## config.mk

```make
export PLATFORM = sky130hd
export DESIGN_NAME = mul_sequencer
export DESIGN_NICKNAME = d
export VERILOG_FILES = /design/src/rtl/mul_sequencer.sv
export SDC_FILE = /design/constraint.sdc
export NUM_CORES = 1
export LEC_CHECK = 0
export ABC_AREA = 0
export ABC_CLOCK_PERIOD_IN_PS = 2500
export CAP_MARGIN = 20
export CELL_PAD_IN_SITES_DETAIL_PLACEMENT = 1
export CELL_PAD_IN_SITES_GLOBAL_PLACEMENT = 2
export CORE_MARGIN = 5
export CORE_UTILIZATION = 31
export DETAILED_ROUTE_END_ITERATION = 12
export MAX_ROUTING_LAYER = met4
export PLACE_DENSITY = 0.77
export SLEW_MARGIN = 20
export SYNTH_ARGS = -nofsm -noshare
export SYNTH_HDL_FRONTEND = slang
export SYNTH_SLANG_ARGS = --single-unit
export TNS_END_PERCENT = 1
```

## constraint.sdc

```tcl
create_clock -name clock -period 2.5 [get_ports clock]
set_clock_uncertainty 0.15 [all_clocks]
set_input_delay 0.5 -clock clock [delete_from_list [all_inputs] [get_ports clock]]
set_output_delay 0.5 -clock clock [all_outputs]
set_load 0.05 [all_outputs]
```

## src/rtl/mul_sequencer.sv

```systemverilog
// Control sequencer for a shift-and-add multiplier.
// Walks the multiplier one bit at a time through LOAD -> (TEST [-> ADD] -> SHIFT) x WIDTH -> DONE
// and issues the datapath strobes. Every output is a registered decode of the state being
// entered, so each output is a pure Moore function of the current state and bit counter.
// Requires 2**CNT_W >= WIDTH and WIDTH in 2..16.
// Optional build macro MUL_EARLY_EXIT_EN: TEST finishes the operation as soon as the
// remaining multiplier bits are all zero (md_zero), ahead of testing md_lsb.

module mul_sequencer #(
    parameter int unsigned WIDTH = 8,
    parameter int unsigned CNT_W = 4
) (
    input  logic             clock,
    input  logic             resetn,
    input  logic             start,
    input  logic             md_lsb,
    input  logic             md_zero,
    output logic             ld_op,
    output logic             clr_acc,
    output logic             add_en,
    output logic             shift_en,
    output logic             busy,
    output logic             done,
    output logic [CNT_W-1:0] bit_cnt
);

    typedef enum logic [2:0] {
        StIdle,
        StLoad,
        StTest,
        StAdd,
        StShift,
        StDone
    } state_e;

    localparam logic [CNT_W-1:0] LastBit = CNT_W'(WIDTH - 1);

    state_e           state_q, state_d;
    logic [CNT_W-1:0] cnt_q, cnt_d;
    logic             ld_op_q, ld_op_d;
    logic             clr_acc_q, clr_acc_d;
    logic             add_en_q, add_en_d;
    logic             shift_en_q, shift_en_d;
    logic             busy_q, busy_d;
    logic             done_q, done_d;

`ifndef MUL_EARLY_EXIT_EN
    // md_zero only matters when early termination is built in.
    logic unused_md_zero;
    assign unused_md_zero = md_zero;
`endif

    // Next-state, bit counter and output decode of the state being entered.
    always_comb begin
        state_d = state_q;
        cnt_d   = cnt_q;
        unique case (state_q)
            StIdle: begin
                if (start) begin
                    state_d = StLoad;
                    cnt_d   = '0;
                end
            end
            StLoad: begin
                state_d = StTest;
                cnt_d   = '0;
            end
            StTest: begin
`ifdef MUL_EARLY_EXIT_EN
                if (md_zero) begin
                    state_d = StDone;
                    cnt_d   = '0;
                end else if (md_lsb) begin
                    state_d = StAdd;
                end else begin
                    state_d = StShift;
                end
`else
                if (md_lsb) begin
                    state_d = StAdd;
                end else begin
                    state_d = StShift;
                end
`endif
            end
            StAdd: begin
                state_d = StShift;
            end
            StShift: begin
                if (cnt_q == LastBit) begin
                    state_d = StDone;
                    cnt_d   = '0;
                end else begin
                    state_d = StTest;
                    cnt_d   = cnt_q + CNT_W'(1);
                end
            end
            StDone: begin
                state_d = StIdle;
            end
            default: begin
                state_d = StIdle;
                cnt_d   = '0;
            end
        endcase

        // Strobes follow the state being entered so they line up with it after the edge.
        ld_op_d    = (state_d == StLoad);
        clr_acc_d  = (state_d == StLoad);
        add_en_d   = (state_d == StAdd);
        shift_en_d = (state_d == StShift);
        busy_d     = (state_d != StIdle);
        done_d     = (state_d == StDone);
    end

    // State, counter and registered outputs; reset aborts any operation immediately.
    always_ff @(posedge clock or negedge resetn) begin
        if (!resetn) begin
            state_q    <= StIdle;
            cnt_q      <= '0;
            ld_op_q    <= 1'b0;
            clr_acc_q  <= 1'b0;
            add_en_q   <= 1'b0;
            shift_en_q <= 1'b0;
            busy_q     <= 1'b0;
            done_q     <= 1'b0;
        end else begin
            state_q    <= state_d;
            cnt_q      <= cnt_d;
            ld_op_q    <= ld_op_d;
            clr_acc_q  <= clr_acc_d;
            add_en_q   <= add_en_d;
            shift_en_q <= shift_en_d;
            busy_q     <= busy_d;
            done_q     <= done_d;
        end
    end

    assign ld_op    = ld_op_q;
    assign clr_acc  = clr_acc_q;
    assign add_en   = add_en_q;
    assign shift_en = shift_en_q;
    assign busy     = busy_q;
    assign done     = done_q;
    assign bit_cnt  = cnt_q;

endmodule

```

==> summary.txt, run 1 <==
Synth
  – Post-synth top area cell: dfrtp_1
  – Syn Nets: 61
  – Register area share after synthesis: 48.58%
  – Most frequent cell after synthesis: dfrtp_1
  – Number of synthesized flops with an enable pin: 0
  – FFs w/ async S/R, synth: 100.0%
  – Syn Std Cell Area: between 600 and 700 um^2
  – Synthesized flop and latch total: 12
  – Ys flop type: dfrtp_1
  – Post-Syn Area per Cell: between 10 and 15 um^2
  – Unique masters post-synth: 28
  – YS warnings: 0
  – Synth cell count leaders: dfrtp_1 (12), inv_1 (6)
  – Mapped Cells: 55
  – Top-area cell type share of the netlist area: 48.58%
  – Area contributors post-synth: dfrtp_1 (49%), mux2i_1 (4.9%), buf_6 (3.6%)

Pwr
  – IR drop worst, VDD: a little over 0.5 mV
  – Cell Pwr Density: around 1200 mW/mm^2
  – Final Power: 0.9410 mW
  – Static leakage: 0.3396 nW

Hold path
  – Hold EP: bit_cnt[0]$_DFFE_PN0P_
  – Hold path cells: 1
  – Worst hold path type: flip-flop to flip-flop
  – Hold Crit Start: bit_cnt[0]$_DFFE_PN0P_

Timing
  – Period Utilization, post-route: around nine tenths
  – Worst-Margin Slew: 0.5720 ns
  – Sum Neg Setup Slack: 0 ns
  – Fmax: 0.4509 GHz
  – Slew margin rel.: between 60% and 70%
  – Count of pins over their slew limit: 0
  – Tmin final: between 2 and 2.5 ns
  – Final Setup Violations: 0
  – Final Hold Vio Count: 0
  – WHS: roughly 0.4 ns
  – RSZ-0062 raised after global routing: false

Final layout
  – Area grow syn2layout: 26.72%
  – Area of the multi-input gates: approximately 260 um^2
  – Util after Layout: 40.76%
  – Number of diodes: 0
  – Layout cells sized above 1: between 10 and 15%
  – Final cell count without fillers: 95
  – Layout Nets: 75
  – Fill cells: between 200 and 250
  – Register area: between 300 and 400 um^2

Floorplanning
  – Initial core utilization: between 30% and 40%
  – Cell Rows: 16
  – Die Span Y: between 50 and 60 um
  – Die span in x: ~55 um
  – Core area: 0.001922 mm^2
  – IO Count: 15
  – Die area: 0.002987 mm^2

Placed design
  – Placed Cells: 91
  – Port Buffers: 13
  – RePlAce Congestion: around 0.7
  – Hpwl dp: slightly above 1000 um

Worst setup path
  – CP Data Required Time: roughly 1.9 ns
  – Worst path bufs/invs: 1
  – Worst path cell trace: clkdlybuf4s50_1
  – Kind of critical path: flip-flop to output port
  – FF-to-FF End: bit_cnt[0]$_DFFE_PN0P_
  – Crit Path Max Fanout: 7
  – Crit path max-delay cell type: clkdlybuf4s50_1
  – Worst Setup Start Kind: flip-flop
  – Reg2Reg Setup Slack: 0.90 ns
  – Crit-path leading delay family: buffers and inverters
  – CP max stage delay: roughly 0.84 ns
  – Critical Path Sink Type: output port
  – Crit path DAT: between 1.5 and 2 ns
  – R2R Path Start: state_q[2]$_DFF_PN0_
  – R2R depth: 3

Global route
  – GR Util All Layers: around 11%
  – Grt ovf: 0
  – First-pass GRT wire length: around 2200 um
  – Pin count of the biggest net entering global routing: 13
  – Vias in the first global route: roughly 480
  – Initial antenna violation count: 0

Drt
  – Drt total wl: ~1400 um
  – Vias: ~460
  – Wirelength per Cell: between 10 and 15 um
  – Pre-Repair DR Iteration Count: 4
  – DRC viols: 0
  – ANT nets after route: 0
  – DRT iter0 DRCs: 4
  – Via density: 4.874

Clock network
  – Clock latency on the worst-skew pair: approximately 0.27 ns
  – Clk slew on worst S/H paths: ~0.070 ns
  – CTS tree: yes
  – Clk root buf: clkbuf_4
  – Post-CTS Resized: 0
  – Clk buf depth: 2
  – # H-tree levels: 1
  – Clk sinks: 12
  – Hold_buf cts: 0
  – # Post-CTS Setup Buffers: 0
  – CTS Buf Count: 3

Status
  – Status: finished, final reports clean

Flow run
  – Max_cap viols: 0
final cells by class:
cell class              count  share of cell area, %
clock buffers               4                  4.633
inverters                   6                  2.875
multi-input cells          33                  33.23
flip-flops and latches     12                  38.34
well taps                  27                  4.313
repair buffers             13                  16.61
placed cells by master (no fill, tap or decap), types with 2 or more instances in the layout:
cell / instances
nor2b_2: 2
o22ai_1: 3
nand2_1: 2
mux2i_1: 3
nor2_1: 3
a21oi_1: 3
inv_1: 6
clkbuf_4: 3
dfrtp_1: 12
clkdlybuf4s50_1: 13
flip-flops by register name, summed over array words and instances, names as in the netlist:
name      cells
busy          1
state_q       3
add_en        1
shift_en      1
bit_cnt       4
clr_acc       1
done          1
through the flow:
stage	worst slack, ns	instance area (um^2)
2_1_floorplan	0.9230	618.1
3_3_place_gp	0.5718	747.0
3_5_place_dp	0.5768	747.0
4_1_cts	0.2667	783.3
5_1_grt	0.1889	783.3
6_report	0.2823	783.3
logic make-up after synthesis:
| group | count (synthesis) | share of synthesized area (%) |
|---|---|---|
| compound gates | 14 | 19.84 |
| simple gates | 14 | 13.97 |
| flops | 12 | 48.58 |
| buf+inv | 10 | 9.311 |
| mux | 3 | 4.858 |
| xor+xnor | 1 | 1.417 |
| fa+ha+maj | 1 | 2.024 |
power breakdown:
group	internal [mW]	switching (mW)	total (mW)
clock	0.0885	0.0655	0.154
combinational	0.176	0.277	0.452
sequential	0.250	0.0854	0.335
per-layer routing:
layer	GRT usage (%)	vias up	part of all wire, %
met5	-	-	0
met4	2.490	0	1.5
met3	4.905	2	5.2
met2	19.29	10	51
met1	11.74	230	42
li1	-	221	-
how the worst max path moves through the flow:
stage / startpoint / to / slack [ns] / cells after the start
detailed placement: bit_cnt[2]$_DFFE_PN0P_ / bit_cnt[2] / 0.58 / 1
finish: bit_cnt[2]$_DFFE_PN0P_ / bit_cnt[2] / 0.28 / 1
global placement: bit_cnt[2]$_DFFE_PN0P_ / bit_cnt[2] / 0.57 / 1
CTS: bit_cnt[2]$_DFFE_PN0P_ / bit_cnt[2] / 0.27 / 1
floorplan: bit_cnt[1]$_DFFE_PN0P_ / bit_cnt[0]$_DFFE_PN0P_ / 0.92 / 4
global route: bit_cnt[2]$_DFFE_PN0P_ / bit_cnt[2] / 0.19 / 1
No activity file was read; power rests on OpenSTA's default activity.
==> run 2, diff against run 1 <==
CORE_ASPECT_RATIO = 0.7   (was unset)
==> run 2 against run 1 <==
  * Sequential share of layout area rose by 0.31 points
  * Count of clock-buffer cells in the layout stayed put
  * Global-route usage fell by 0.21 points
  * Via count rose by 2.6%
  * Critical path depth unchanged
  * Non-clock buffer count did not move
  * First-iteration DRC count rose by 75%
  * Sequential power fell by 1%
  * Final area down 0.80%
  * Largest cell class unchanged
  * Worst setup slack got worse by 0.015 ns
  * Clock power is essentially flat
==> summary.txt, run 2 (synthesis gave the netlist of run 1 again) <==
Worst setup path
  – Worst Setup Start Kind: flip-flop
  – Critical Path Sink Type: output port
  – Crit Path Max Fanout: 7
  – CP Data Required Time: ~1.9 ns
  – R2R depth: 3
  – CP max stage delay: roughly 0.85 ns
  – CP Depth: 1
  – Crit path DAT: 1.58 ns
  – Crit-path leading delay family: buffers and inverters
  – Crit path max-delay cell type: clkdlybuf4s50_1
  – Worst path bufs/invs: 1
  – Kind of critical path: flip-flop to output port
  – Worst path cell trace: clkdlybuf4s50_1

Timing
  – Fmax: about 0.45 GHz
  – WHS: ~0.38 ns
  – Final Hold Vio Count: 0
  – Final Setup Violations: 0
  – RSZ-0062 raised after global routing: false
  – Period Utilization, post-route: 89.32%
  – Sum Neg Setup Slack: 0 ns
  – Tmin final: between 2 and 2.5 ns
  – Worst-Margin Slew: ~0.56 ns
  – Slew margin rel.: between 60% and 70%
  – Count of pins over their slew limit: 0

Clock network
  – Clk buf depth: 2
  – # Post-CTS Setup Buffers: 0
  – Clk sinks: 12
  – CTS tree: yes
  – Post-CTS Resized: 0
  – Clk slew on worst S/H paths: approximately 0.08 ns
  – # H-tree levels: 1
  – Clk root buf: clkbuf_4
  – Hold_buf cts: 0
  – CTS Buf Count: 3
  – Clock latency on the worst-skew pair: about 0.28 ns

Final layout
  – Layout Nets: 75
  – Most common cell after layout, fill and taps aside: clkdlybuf4s50_1
  – Fill cells: 208
  – Final cell count without fillers: 90
  – Layout cells sized above 1: 14.71%
  – Area grow syn2layout: 25.71%
  – Max reg flops: 4
  – Number of diodes: 0
  – Commonest non-fill, non-tap cells in the layout: clkdlybuf4s50_1 (13), dfrtp_1 (12), inv_1 (6)

Global route
  – Pin count of the biggest net entering global routing: 13
  – Vias in the first global route: 445
  – First-pass GRT wire length: ~2300 um
  – GR Util All Layers: approximately 11%
  – Grt ovf: 0
  – Initial antenna violation count: 0

Floorplanning
  – Initial core utilization: between 30% and 40%
  – Die area: 0.003001 mm^2
  – Die span in x: ~63 um
  – Die Span Y: 47.36 um
  – Core area: ~0.0019 mm^2
  – IO Count: 15
  – Cell Rows: 13

Pwr
  – Static leakage: 0.3396 nW
  – Final Power: 0.9395 mW
  – IR drop worst, VDD: between 0.4 and 0.5 mV
  – Cell Pwr Density: about 1200 mW/mm^2

Hold path
  – Hold path cells: 1
  – Worst hold path type: flip-flop to flip-flop

Flow run
  – Max_cap viols: 0

Drt
  – Vias: about 480
  – DRT iter0 DRCs: 7
  – DRC viols: 0
  – Wirelength per Cell: ~15 um
  – Drt total wl: between 1000 and 1500 um
  – Pre-Repair DR Iteration Count: 5
  – Via density: between 5 and 6
  – ANT nets after route: 0

Placed design
  – RePlAce Congestion: 0.7479
  – Placed Cells: 86
  – Port Buffers: 13
  – Hpwl dp: 1062 um

Status
  – Status: finished, final reports clean
run 2: cell counts in the layout (fill, tap and decap cells not counted):
No cell type changed its count.
run 2: cell type report:
type                            count  area, um^2  area share [%]
Clock buffer                        4       36.28           4.670
Sequential cell                    12       300.3           38.65
Inverter                            6       22.52           2.899
Multi-Input combinational cell     33       260.3           33.49
Timing Repair Buffer               13       130.1           16.75
Tap cell                           22       27.53           3.543
run 2: worst paths after layout:
path,startpoint,to,slack (ns)
worst min-delay path,bit_cnt[0]$_DFFE_PN0P_,bit_cnt[0]$_DFFE_PN0P_,0.38
worst min register to register,bit_cnt[0]$_DFFE_PN0P_,bit_cnt[0]$_DFFE_PN0P_,0.38
min in group asynchronous,resetn,state_q[0]$_DFF_PN0_,0.43
worst max register to register,state_q[2]$_DFF_PN0_,bit_cnt[0]$_DFFE_PN0P_,0.94
worst max-delay path,bit_cnt[2]$_DFFE_PN0P_,bit_cnt[2],0.27
max in group asynchronous,resetn,done$_DFF_PN0_,1.40
run 2: power by group:
group | switching, mW | total, mW | internal, mW
logic | 0.278 | 0.452 | 0.175
clock network | 0.0678 | 0.156 | 0.0886
registers | 0.0809 | 0.331 | 0.250
total | 0.426 | 0.940 | 0.513
run 2: through the flow:
stage | area (um^2) | setup WS [ns] | util, %
after floorplan | 618.1 | 0.9230 | -
after global routing | 777.0 | 0.2064 | 41.54
final | 777.0 | 0.2670 | 41.54
after CTS | 777.0 | 0.2592 | 41.54
after global placement | 740.7 | 0.5666 | 39.60
after detailed placement | 740.7 | 0.5688 | 39.60
run 2: per-layer routing:
layer / vias to the layer above / global-route usage [%] / share of wire [%]
met5: - / - / 0
li1: 216 / - / -
met4: 0 / 2.490 / 0
met2: 22 / 15.79 / 45
met3: 0 / 6.938 / 9.0
met1: 237 / 13.01 / 46
